**src/rtl/load_store_unit_pkg.sv**
```systemverilog
// Shared definitions for the load/store unit: access-size encodings,
// FSM state enumeration and the alignment rule.
package lsu_pkg;

  localparam logic [1:0] SZ_BYTE = 2'b00;
  localparam logic [1:0] SZ_HALF = 2'b01;
  localparam logic [1:0] SZ_WORD = 2'b10;

  typedef enum logic [2:0] {
    IDLE,
    LOAD,
    STORE,
    RMW_RD,
    RMW_WR
  } lsu_state_e;

  // Size 2'b11 is an alias of word, so the word check keys off bit 1 only.
  function automatic logic is_misaligned(input logic [1:0] size, input logic [1:0] offset);
    if (size == SZ_HALF) return offset[0];
    if (size[1])         return |offset;
    return 1'b0;
  endfunction

endpackage

```
**src/rtl/load_store_unit_if.sv**
```systemverilog
// Bundles for the pipeline request side and the DataMemory side of the LSU.
interface lsu_req_if;
  logic        req_valid;
  logic        req_write;
  logic [1:0]  req_size;
  logic        req_unsigned;
  logic [31:0] req_addr;
  logic [31:0] req_wdata;
  logic [31:0] rdata;
  logic        done;
  logic        misalign;
  logic        busy;

  modport master (
    output req_valid, req_write, req_size, req_unsigned, req_addr, req_wdata,
    input  rdata, done, misalign, busy
  );
  modport slave (
    input  req_valid, req_write, req_size, req_unsigned, req_addr, req_wdata,
    output rdata, done, misalign, busy
  );
endinterface

interface lsu_mem_if;
  logic [31:0] mem_address;
  logic [31:0] mem_writeData;
  logic        mem_read;
  logic        mem_write;
  logic [31:0] mem_readData;
  logic        mem_stall;

  modport master (
    output mem_address, mem_writeData, mem_read, mem_write,
    input  mem_readData, mem_stall
  );
  modport slave (
    input  mem_address, mem_writeData, mem_read, mem_write,
    output mem_readData, mem_stall
  );
endinterface

```
**src/rtl/load_store_unit_byte_lane_align.sv**
```systemverilog
// Combinational lane logic: extracts and extends load data from a memory word
// and merges sub-word store data into a memory word.
module byte_lane_align
  import lsu_pkg::*;
#(
  parameter bit BIG_ENDIAN = 1'b1
) (
  input  logic [1:0]  size_i,
  input  logic        unsigned_i,
  input  logic [1:0]  offset_i,
  input  logic [31:0] rword_i,
  input  logic [31:0] wdata_i,
  output logic [31:0] load_data_o,
  output logic [31:0] merged_o
);

  logic [4:0]  shamt;
  logic [31:0] lane_mask;
  logic [31:0] shifted;

  // Big-endian mirrors the lane index: byte offset o sits at lane 3-o, half offset o at 2-o.
  always_comb begin
    shamt       = 5'd0;
    lane_mask   = 32'hFFFF_FFFF;
    load_data_o = 32'h0;
    case (size_i)
      SZ_BYTE: begin
        shamt     = {(BIG_ENDIAN ? ~offset_i : offset_i), 3'b000};
        lane_mask = 32'h0000_00FF;
      end
      SZ_HALF: begin
        shamt     = {(BIG_ENDIAN ? ~offset_i[1] : offset_i[1]), 4'b0000};
        lane_mask = 32'h0000_FFFF;
      end
      default: begin
        shamt     = 5'd0;
        lane_mask = 32'hFFFF_FFFF;
      end
    endcase

    shifted = rword_i >> shamt;
    case (size_i)
      SZ_BYTE: load_data_o = {{24{~unsigned_i & shifted[7]}}, shifted[7:0]};
      SZ_HALF: load_data_o = {{16{~unsigned_i & shifted[15]}}, shifted[15:0]};
      default: load_data_o = shifted;
    endcase

    merged_o = (rword_i & ~(lane_mask << shamt)) | ((wdata_i & lane_mask) << shamt);
  end

endmodule

```
**src/rtl/load_store_unit.sv**
```systemverilog
// MEM-stage load/store unit: aligns loads, performs read-modify-write for
// sub-word stores and rejects misaligned accesses.
module load_store_unit
  import lsu_pkg::*;
#(
  parameter bit BIG_ENDIAN = 1'b1
) (
  input  logic      clk,
  input  logic      rst,
  lsu_req_if.slave  req,
  lsu_mem_if.master mem
);

  lsu_state_e  state_q, state_d;
  logic [1:0]  size_q, size_d;
  logic        uns_q, uns_d;
  logic [31:0] addr_q, addr_d;
  logic [31:0] wdata_q, wdata_d;
  logic [31:0] merged_q, merged_d;
  logic [31:0] rdata_q, rdata_d;
  logic        done_q, done_d;
  logic        misalign_q, misalign_d;

  logic [31:0] lane_load;
  logic [31:0] lane_merged;

  byte_lane_align #(.BIG_ENDIAN(BIG_ENDIAN)) u_align (
    .size_i      (size_q),
    .unsigned_i  (uns_q),
    .offset_i    (addr_q[1:0]),
    .rword_i     (mem.mem_readData),
    .wdata_i     (wdata_q),
    .load_data_o (lane_load),
    .merged_o    (lane_merged)
  );

  always_ff @(posedge clk) begin
    if (!rst) begin
      state_q    <= IDLE;
      size_q     <= 2'b00;
      uns_q      <= 1'b0;
      addr_q     <= 32'h0;
      wdata_q    <= 32'h0;
      merged_q   <= 32'h0;
      rdata_q    <= 32'h0;
      done_q     <= 1'b0;
      misalign_q <= 1'b0;
    end else begin
      state_q    <= state_d;
      size_q     <= size_d;
      uns_q      <= uns_d;
      addr_q     <= addr_d;
      wdata_q    <= wdata_d;
      merged_q   <= merged_d;
      rdata_q    <= rdata_d;
      done_q     <= done_d;
      misalign_q <= misalign_d;
    end
  end

  // The store/load direction is carried by the state itself, so it is not kept separately.
  always_comb begin
    state_d    = state_q;
    size_d     = size_q;
    uns_d      = uns_q;
    addr_d     = addr_q;
    wdata_d    = wdata_q;
    merged_d   = merged_q;
    rdata_d    = rdata_q;
    done_d     = 1'b0;
    misalign_d = 1'b0;

    case (state_q)
      IDLE: begin
        if (req.req_valid) begin
          size_d  = req.req_size;
          uns_d   = req.req_unsigned;
          addr_d  = req.req_addr;
          wdata_d = req.req_wdata;
          if (is_misaligned(req.req_size, req.req_addr[1:0])) begin
            done_d     = 1'b1;
            misalign_d = 1'b1;
          end else if (!req.req_write) begin
            state_d = LOAD;
          end else if (req.req_size[1]) begin
            state_d = STORE;
          end else begin
            state_d = RMW_RD;
          end
        end
      end
      LOAD: begin
        if (!mem.mem_stall) begin
          rdata_d = lane_load;
          done_d  = 1'b1;
          state_d = IDLE;
        end
      end
      STORE, RMW_WR: begin
        if (!mem.mem_stall) begin
          done_d  = 1'b1;
          state_d = IDLE;
        end
      end
      RMW_RD: begin
        if (!mem.mem_stall) begin
          merged_d = lane_merged;
          state_d  = RMW_WR;
        end
      end
      default: state_d = IDLE;
    endcase
  end

  always_comb begin
    mem.mem_writeData = 32'h0;
    if (state_q == STORE)  mem.mem_writeData = wdata_q;
    if (state_q == RMW_WR) mem.mem_writeData = merged_q;
  end

  assign mem.mem_address = {addr_q[31:2], 2'b00};
  assign mem.mem_read    = (state_q == LOAD)  || (state_q == RMW_RD);
  assign mem.mem_write   = (state_q == STORE) || (state_q == RMW_WR);

  assign req.rdata    = rdata_q;
  assign req.done     = done_q;
  assign req.misalign = misalign_q;
  assign req.busy     = (state_q != IDLE) || req.req_valid;

endmodule

```
**src/flat_wrapper.sv**
```systemverilog
// flat-port wrapper written by rule: the top's interface ports become plain ports
module load_store_unit_flat import lsu_pkg::*;
#(
  parameter bit BIG_ENDIAN = 1'b1
)
  (clk, rst, req_req_valid, req_req_write, req_req_size, req_req_unsigned, req_req_addr, req_req_wdata, req_rdata, req_done, req_misalign, req_busy, mem_mem_address, mem_mem_writeData, mem_mem_read, mem_mem_write, mem_mem_readData, mem_mem_stall);
  lsu_req_if req_i ();
  lsu_mem_if mem_i ();
  input  logic clk;
  input  logic rst;
  input wire logic [$bits(req_i.req_valid)-1:0] req_req_valid;
  input wire logic [$bits(req_i.req_write)-1:0] req_req_write;
  input wire logic [$bits(req_i.req_size)-1:0] req_req_size;
  input wire logic [$bits(req_i.req_unsigned)-1:0] req_req_unsigned;
  input wire logic [$bits(req_i.req_addr)-1:0] req_req_addr;
  input wire logic [$bits(req_i.req_wdata)-1:0] req_req_wdata;
  output wire logic [$bits(req_i.rdata)-1:0] req_rdata;
  output wire logic [$bits(req_i.done)-1:0] req_done;
  output wire logic [$bits(req_i.misalign)-1:0] req_misalign;
  output wire logic [$bits(req_i.busy)-1:0] req_busy;
  output wire logic [$bits(mem_i.mem_address)-1:0] mem_mem_address;
  output wire logic [$bits(mem_i.mem_writeData)-1:0] mem_mem_writeData;
  output wire logic [$bits(mem_i.mem_read)-1:0] mem_mem_read;
  output wire logic [$bits(mem_i.mem_write)-1:0] mem_mem_write;
  input wire logic [$bits(mem_i.mem_readData)-1:0] mem_mem_readData;
  input wire logic [$bits(mem_i.mem_stall)-1:0] mem_mem_stall;
  assign req_i.req_valid = req_req_valid;
  assign req_i.req_write = req_req_write;
  assign req_i.req_size = req_req_size;
  assign req_i.req_unsigned = req_req_unsigned;
  assign req_i.req_addr = req_req_addr;
  assign req_i.req_wdata = req_req_wdata;
  assign req_rdata = req_i.rdata;
  assign req_done = req_i.done;
  assign req_misalign = req_i.misalign;
  assign req_busy = req_i.busy;
  assign mem_mem_address = mem_i.mem_address;
  assign mem_mem_writeData = mem_i.mem_writeData;
  assign mem_mem_read = mem_i.mem_read;
  assign mem_mem_write = mem_i.mem_write;
  assign mem_i.mem_readData = mem_mem_readData;
  assign mem_i.mem_stall = mem_mem_stall;
  load_store_unit #(.BIG_ENDIAN(BIG_ENDIAN)) u_core (.clk(clk), .rst(rst), .req(req_i), .mem(mem_i));
endmodule
```
**config.mk**
```make
export PLATFORM = sky130hd
export DESIGN_NAME = load_store_unit_flat
export DESIGN_NICKNAME = d
export VERILOG_FILES = /design/src/rtl/load_store_unit_pkg.sv /design/src/rtl/load_store_unit_if.sv /design/src/rtl/load_store_unit_byte_lane_align.sv /design/src/rtl/load_store_unit.sv /design/src/flat_wrapper.sv
export SDC_FILE = /design/constraint.sdc
export NUM_CORES = 1
export LEC_CHECK = 0
export ABC_AREA = 1
export CAP_MARGIN = 25
export CORE_MARGIN = 3
export CORE_UTILIZATION = 42
export DETAILED_ROUTE_END_ITERATION = 12
export GPL_TIMING_DRIVEN = 0
export PLACE_DENSITY = 0.83
export SYNTH_ARGS = -nofsm -noshare
export SYNTH_HDL_FRONTEND = slang
export SYNTH_SLANG_ARGS = --single-unit
```
**constraint.sdc**
```tcl
create_clock -name clk -period 1.85 [get_ports clk]
set_clock_uncertainty 0.15 [all_clocks]
set_input_delay 0.37 -clock clk [delete_from_list [all_inputs] [get_ports clk]]
set_output_delay 0.37 -clock clk [all_outputs]
set_load 0.02 [all_outputs]
```
=== Word-level counts from Yosys, hierarchy flattened ===
Cells that the tools add are included.

* Output and inout port bits: 101
* Memories: 0
* Register bits after elaboration: 136
* Bits in read-only memories: 0
* Bits of input ports: 104
* Latch bits: 0
* Bits in writable memories: 0

* Reductions and logical operators: 13
* Order comparisons: 0
* Multiply operators: 0
* Eq/ne operators: 10
* Mux-type cells: 29
* Divide/modulo/power cells: 0
* Add/subtract/negate cells: 0
* Bitwise logic cells: 10
* Shift operators: 3

{| class="wikitable"
|+ Operators with widths
! cell !! count
|-
| one-hot mux 32 bit (2 select lines) || 2
|-
| AND 32 bit || 2
|-
| 2-to-1 mux 32 bit || 2
|-
| left shift 32 x 5 -> 32 bit || 2
|-
| inverter 32 bit || 1
|-
| OR 32 bit || 1
|-
| right shift 32 x 5 -> 32 bit || 1
|-
| 2-to-1 mux 1 bit || 17
|-
| 2-to-1 mux 3 bit || 5
|-
| one-hot mux 5 bit (2 select lines) || 1
|-
| one-hot mux 3 bit (3 select lines) || 1
|-
| != test 2 bit (second input constant) || 4
|-
| AND reduction 2 bit || 4
|-
| == test 3 x 2 -> 1 bit (second input constant) || 2
|-
| == test 2 x 1 -> 1 bit (second input constant) || 2
|-
| AND reduction 4 bit || 1
|-
| == test 3 x 1 -> 1 bit (second input constant) || 1
|-
| == test 3 bit (second input constant) || 1
|-
| logical NOT 3 bit || 1
|-
| logical OR 1 bit || 3
|-
| inverter 1 bit || 3
|-
| nonzero test 3 bit || 1
|-
| OR reduction 3 bit || 1
|-
| AND 1 bit || 2
|-
| 4 further kinds || 4
|}

=== Longest topological paths before layout ===
* Depth in word-level cells: 14
* Mapped depth: 10
* Depth with buffers taken out: 9

=== By module ===
From an unflattened synthesis, not the netlist that was laid out.

* Cells, all modules: 1034
* Area, all modules: 6912.9 sq um

{| class="wikitable"
|+ By module, submodules not included
! module !! cells each !! area each (sq um) !! instances
|-
| load_store_unit || 730 || 5480.3 || 1
|-
| byte_lane_align || 304 || 1432.6 || 1
|}

=== Worst setup path before layout ===
No wires, ideal clock.

* Kind: flip-flop to output port
* From: reg u_core.state_q[2]
* To: out mem_mem_writeData[29]
* Data required time: 1.330 ns
* Stages on the path, launching flop included: 6
* Buffers on the path: 2
* Arrival: 1.386 ns
* Slack: -0.056 ns
* Cell sequence: dfxtp_1 -> buf_4 -> inv_1 -> nand3_1 -> clkbuf_1 -> o21ai_0

* Cells in the longest elaborated chain, start to end: 3
* Elaborated cells on any way between the ends: 4
* Those cells by class: 2 x eq/ne; 2 x mux

{| class="wikitable"
|+ RTL lines
! element !! RTL line !! RTL
|-
| start, declared || load_store_unit.sv:14 || <nowiki>lsu_state_e state_q, state_d;</nowiki>
|-
| start signal, assigned || load_store_unit.sv:49 || <nowiki>state_q <= state_d;</nowiki>
|-
| == test 3 x 2 -> 1 bit || load_store_unit.sv:117 || <nowiki>if (state_q == STORE) mem.mem_writeData = wdata_q;</nowiki>
|-
| 2-to-1 mux 32 bit || load_store_unit.sv:117 ||
|-
| 2-to-1 mux 32 bit * || load_store_unit.sv:118 || <nowiki>if (state_q == RMW_WR) mem.mem_writeData = merged_q;</nowiki>
|-
| end, declared || flat_wrapper.sv:22 || <nowiki>output wire logic [$bits(mem_i.mem_writeData)-1:0] mem_mem_writeData;</nowiki>
|}

Every way passes the cells marked *; elsewhere a longest branch is shown, timed or not.

=== Final worst setup path ===
* From: reg u_core.state_q[2]
* To: out mem_mem_writeData[2]

The elaborated chain is that of the path after synthesis.

==> results.py <==
metrics = {
    "critical_path": {
        "timing.rr.end": "u_core.merged_q[3]",
        "worst-path-max-fanout": 6,
        "arrival_ns": 1.62,
        "required_ns": 1.33,
        "reg2reg_depth": 8,
        "crit_start": "u_core.state_q[2]",
        "r2r-start": "u_core.state_q[2]",
        "crit_path_end": "mem_mem_writeData[2]",
        "start_kind": "flip-flop",
        "end_kind": "output pin",
        "crit_type": "flip-flop to output pin",
        "ff2ff_setup_slack_ns": -0.03,
    },
    "clock_tree": {
        "path_clk_slew_ns": 0.06,
        "cts_tree": "yes",
        "clockRootBuffer": "clkbuf_16",
        "cts_buffers": 17,
        "cts_sinks": 136,
        "clockBufferDepth": 2,
        "clock_latency_ns": 0.43,
        "hold_buffers": 0,
        "cts.htree.levels": 4,
    },
    "drt": {
        "wl_met1_um": 10400,
        "drc": 0,
        "detail-route-antenna-nets": 0,
        "wl_um": 28300,
        "highest_layer": "met5",
        "vias": 8391,
        "dr_wl_met3_um": 3440,
        "viasPerCell": 5.56,
        "first_iter_violations": 890,
        "met2_wirelength_um": 13100,
        "dr.pass1.iters": 6,
        "routedWlPerCell_um": 18.8,
    },
    "pwr": {
        "power_density_nw_per_um2": 1420,
        "max-vdd-ir-drop_mv": 0.953,
        "p_leak_nw": 4.93,
        "finalPower_mw": 15.3,
    },
    "finish": {
        "stdcell_count": 1509,
        "areaGrowthSynthToFinish_pct": 56.9,
        "num_antenna_cells": 0,
        "fin_area_um2": 10800,
        "nFillCells": 1356,
        "layout.nets": 1384,
        "drive_above_1_share_pct": 20.9,
    },
    "timing": {
        "slew_viol_final": 0,
        "hold_viol": 0,
        "max_freq_ghz": 0.468,
        "slew_headroom_pct": 57.7,
        "finalCriticalPeriod_ns": 2.14,
        "setup_viol": 36,
        "min_period_over_period_pct": 115,
        "worstMarginPinSlew_ns": 0.631,
        "setup_slack_ns": -0.286,
        "rsz0062_at_grt": "true",
    },
    "global_routing": {
        "grt_pass1_vias": 7897,
        "antenna_found_initial": 1,
        "grt_usage_pct": 29.5,
        "gr-total-overflow": 0,
        "grt_max_degree": 17,
        "grt_pass1_wl_um": 41600,
    },
    "logic_synthesis": {
        "syn-cell-area_um2": 6900,
        "synth_area_leaders": "dfxtp_1 (39%), nand3_1 (9.7%), nand2_1 (9.3%)",
        "ys_seq_area_share_pct": 39.5,
        "yosys.area.top_type_share_pct": 39.5,
        "avgSynthCellArea_um2": 6.72,
        "synthFlopType": "dfxtp_1",
        "ys_ff_latch": 136,
        "yosys_warnings": 0,
        "synth-async-reset-ratio_pct": 0,
        "ys_types": 23,
        "yosysTopAreaCell": "dfxtp_1",
        "synth_edf_count": 0,
        "synth_cells": 1026,
    },
    "floorplan": {
        "die_w_um": 134,
        "start_util_pct": 43.1,
        "io_pins": 205,
        "die-area_um2": 18000,
        "die_y_um": 134,
        "rows": 46,
        "design.core.area_um2": 16000,
    },
    "placed_design": {
        "dp_hpwl_um": 19400,
        "gp_congestion": 0.990,
        "portBuffers": 201,
        "post-place-ws_ns": -0.782,
        "placed_cells": 1444,
        "postPlaceCellArea_um2": 9180,
    },
    "flow_run": {
        "drv_cap": 0,
    },
    "min_path": {
        "hp-class": "input port to flip-flop",
    },
    "status": {
        "violations": "setup timing",
        "outcome": "finished, violations left",
    },
}
stage by stage:
step / TNS (ns) / hold WS, ns / utilization [%]
finish: -7.89 / 0.269 / 67.6
global route: -9.50 / 0.296 / 67.6
CTS: -7.33 / 0.233 / 65.4
detailed placement: -60.76 / 0.302 / 57.4
global placement: -59.28 / 0.297 / 57.4
floorplan: -0.435 / 0.289 / -
cells in the mapped netlist (4+ instances only):
| cell type | instances |
|---|---|
| clkbuf_1 | 39 |
| o21ai_1 | 12 |
| o22ai_1 | 24 |
| buf_2 | 24 |
| o21ai_0 | 84 |
| buf_4 | 39 |
| nor2_1 | 72 |
| inv_1 | 125 |
| a21oi_1 | 118 |
| o211ai_1 | 15 |
| inv_2 | 6 |
| a31oi_1 | 8 |
| nand2_1 | 170 |
| nor2_4 | 4 |
| nand3b_1 | 7 |
| nand3_1 | 134 |
| dfxtp_1 | 136 |
timing repair:
item | CTS | global route
gates resized for setup | 401 | 82
endpoints found under the setup margin | 152 | 161
buffers inserted | 17 | 12
hold endpoints to repair | 0 | 0
pin swaps | 4 | 17
gates cloned | 6 | 2
flip-flops by register name, indices dropped and copies added, names as in the netlist:
name,flops
u_core.uns_q,1
u_core.req.rdata,32
u_core.state_q,3
u_core.size_q,2
u_core.req.misalign,1
u_core.addr_q,32
u_core.wdata_q,32
u_core.merged_q,32
u_core.req.done,1
final cells by class:
cell class	count	area [um^2]	share of cell area, %
plain buffers	99	694	6.42
clock buffers	19	453	4.18
clock inverters	13	119	1.10
inverters	132	510	4.72
multi-input cells	659	3740	34.6
flip-flops and latches	136	2740	25.3
well taps	216	270	2.50
repair buffers	235	2300	21.3
power by group:
part / switching (mW) / internal, mW
Clock: 1.38 / 1.93
Sequential: 0.352 / 3.57
Combinational: 5.00 / 3.10
Total: 6.73 / 8.60
layer usage:
layer,up-vias,track usage (%)
met4,2,13.8
met3,132,10.1
met2,596,47.0
met5,-,0
met1,3810,35.9
li1,3851,-
how the worst min path moves through the flow:
| stage | startpoint | end | slack (ns) | cells past startpoint |
|---|---|---|---|---|
| floorplan | u_core.wdata_q[26] | u_core.wdata_q[26] | 0.29 | 2 |
| global placement | u_core.addr_q[31] | u_core.addr_q[31] | 0.30 | 2 |
| detailed placement | u_core.addr_q[9] | u_core.addr_q[9] | 0.30 | 2 |
| CTS | req_req_valid | u_core.uns_q | 0.23 | 3 |
| global route | req_req_valid | u_core.uns_q | 0.30 | 3 |
| finish | req_req_valid | u_core.uns_q | 0.27 | 3 |
worst max-delay path: stages (launching register included):
cell	delay (ns)
dfxtp_4	0.39
inv_8	0.07
nand3_4	0.17
clkbuf_16	0.23
o21ai_4	0.18
buf_6	0.15
logic make-up (layout without fill, tap and decap cells):
kind of cell | count (synthesis) | after routing | share of synthesized area, %
and+or+nand+nor | 394 | 396 | 25.1
buffers and inverters | 234 | 498 | 15.3
DFF | 136 | 136 | 39.5
AOI/OAI and AO/OA | 261 | 261 | 20.1
other | 1 | 2 | 0.0544
cell usage in the layout, fill, tap and decap left out, types with 4 or more instances in the layout:
cell	count
nand3b_1	7
dfxtp_1	132
nand2_2	5
a21oi_1	111
dlygate4sd2_1	64
buf_4	62
a31oi_1	8
a21oi_2	7
buf_2	20
nand3_4	12
o211ai_1	15
o22ai_4	6
nand3_2	14
o21ai_4	18
o21ai_0	59
clkbuf_16	21
o21ai_2	5
nand2_1	165
inv_2	4
clkbuf_2	8
inv_1	123
clkdlybuf4s50_1	102
nor2_4	6
nand3_1	111
clkbuf_8	5
clkbuf_4	5
clkinvlp_4	4
clkbuf_1	20
nor2_1	70
buf_6	40
o22ai_1	18
o21ai_1	14
No activity file was read; power rests on OpenSTA's default activity.
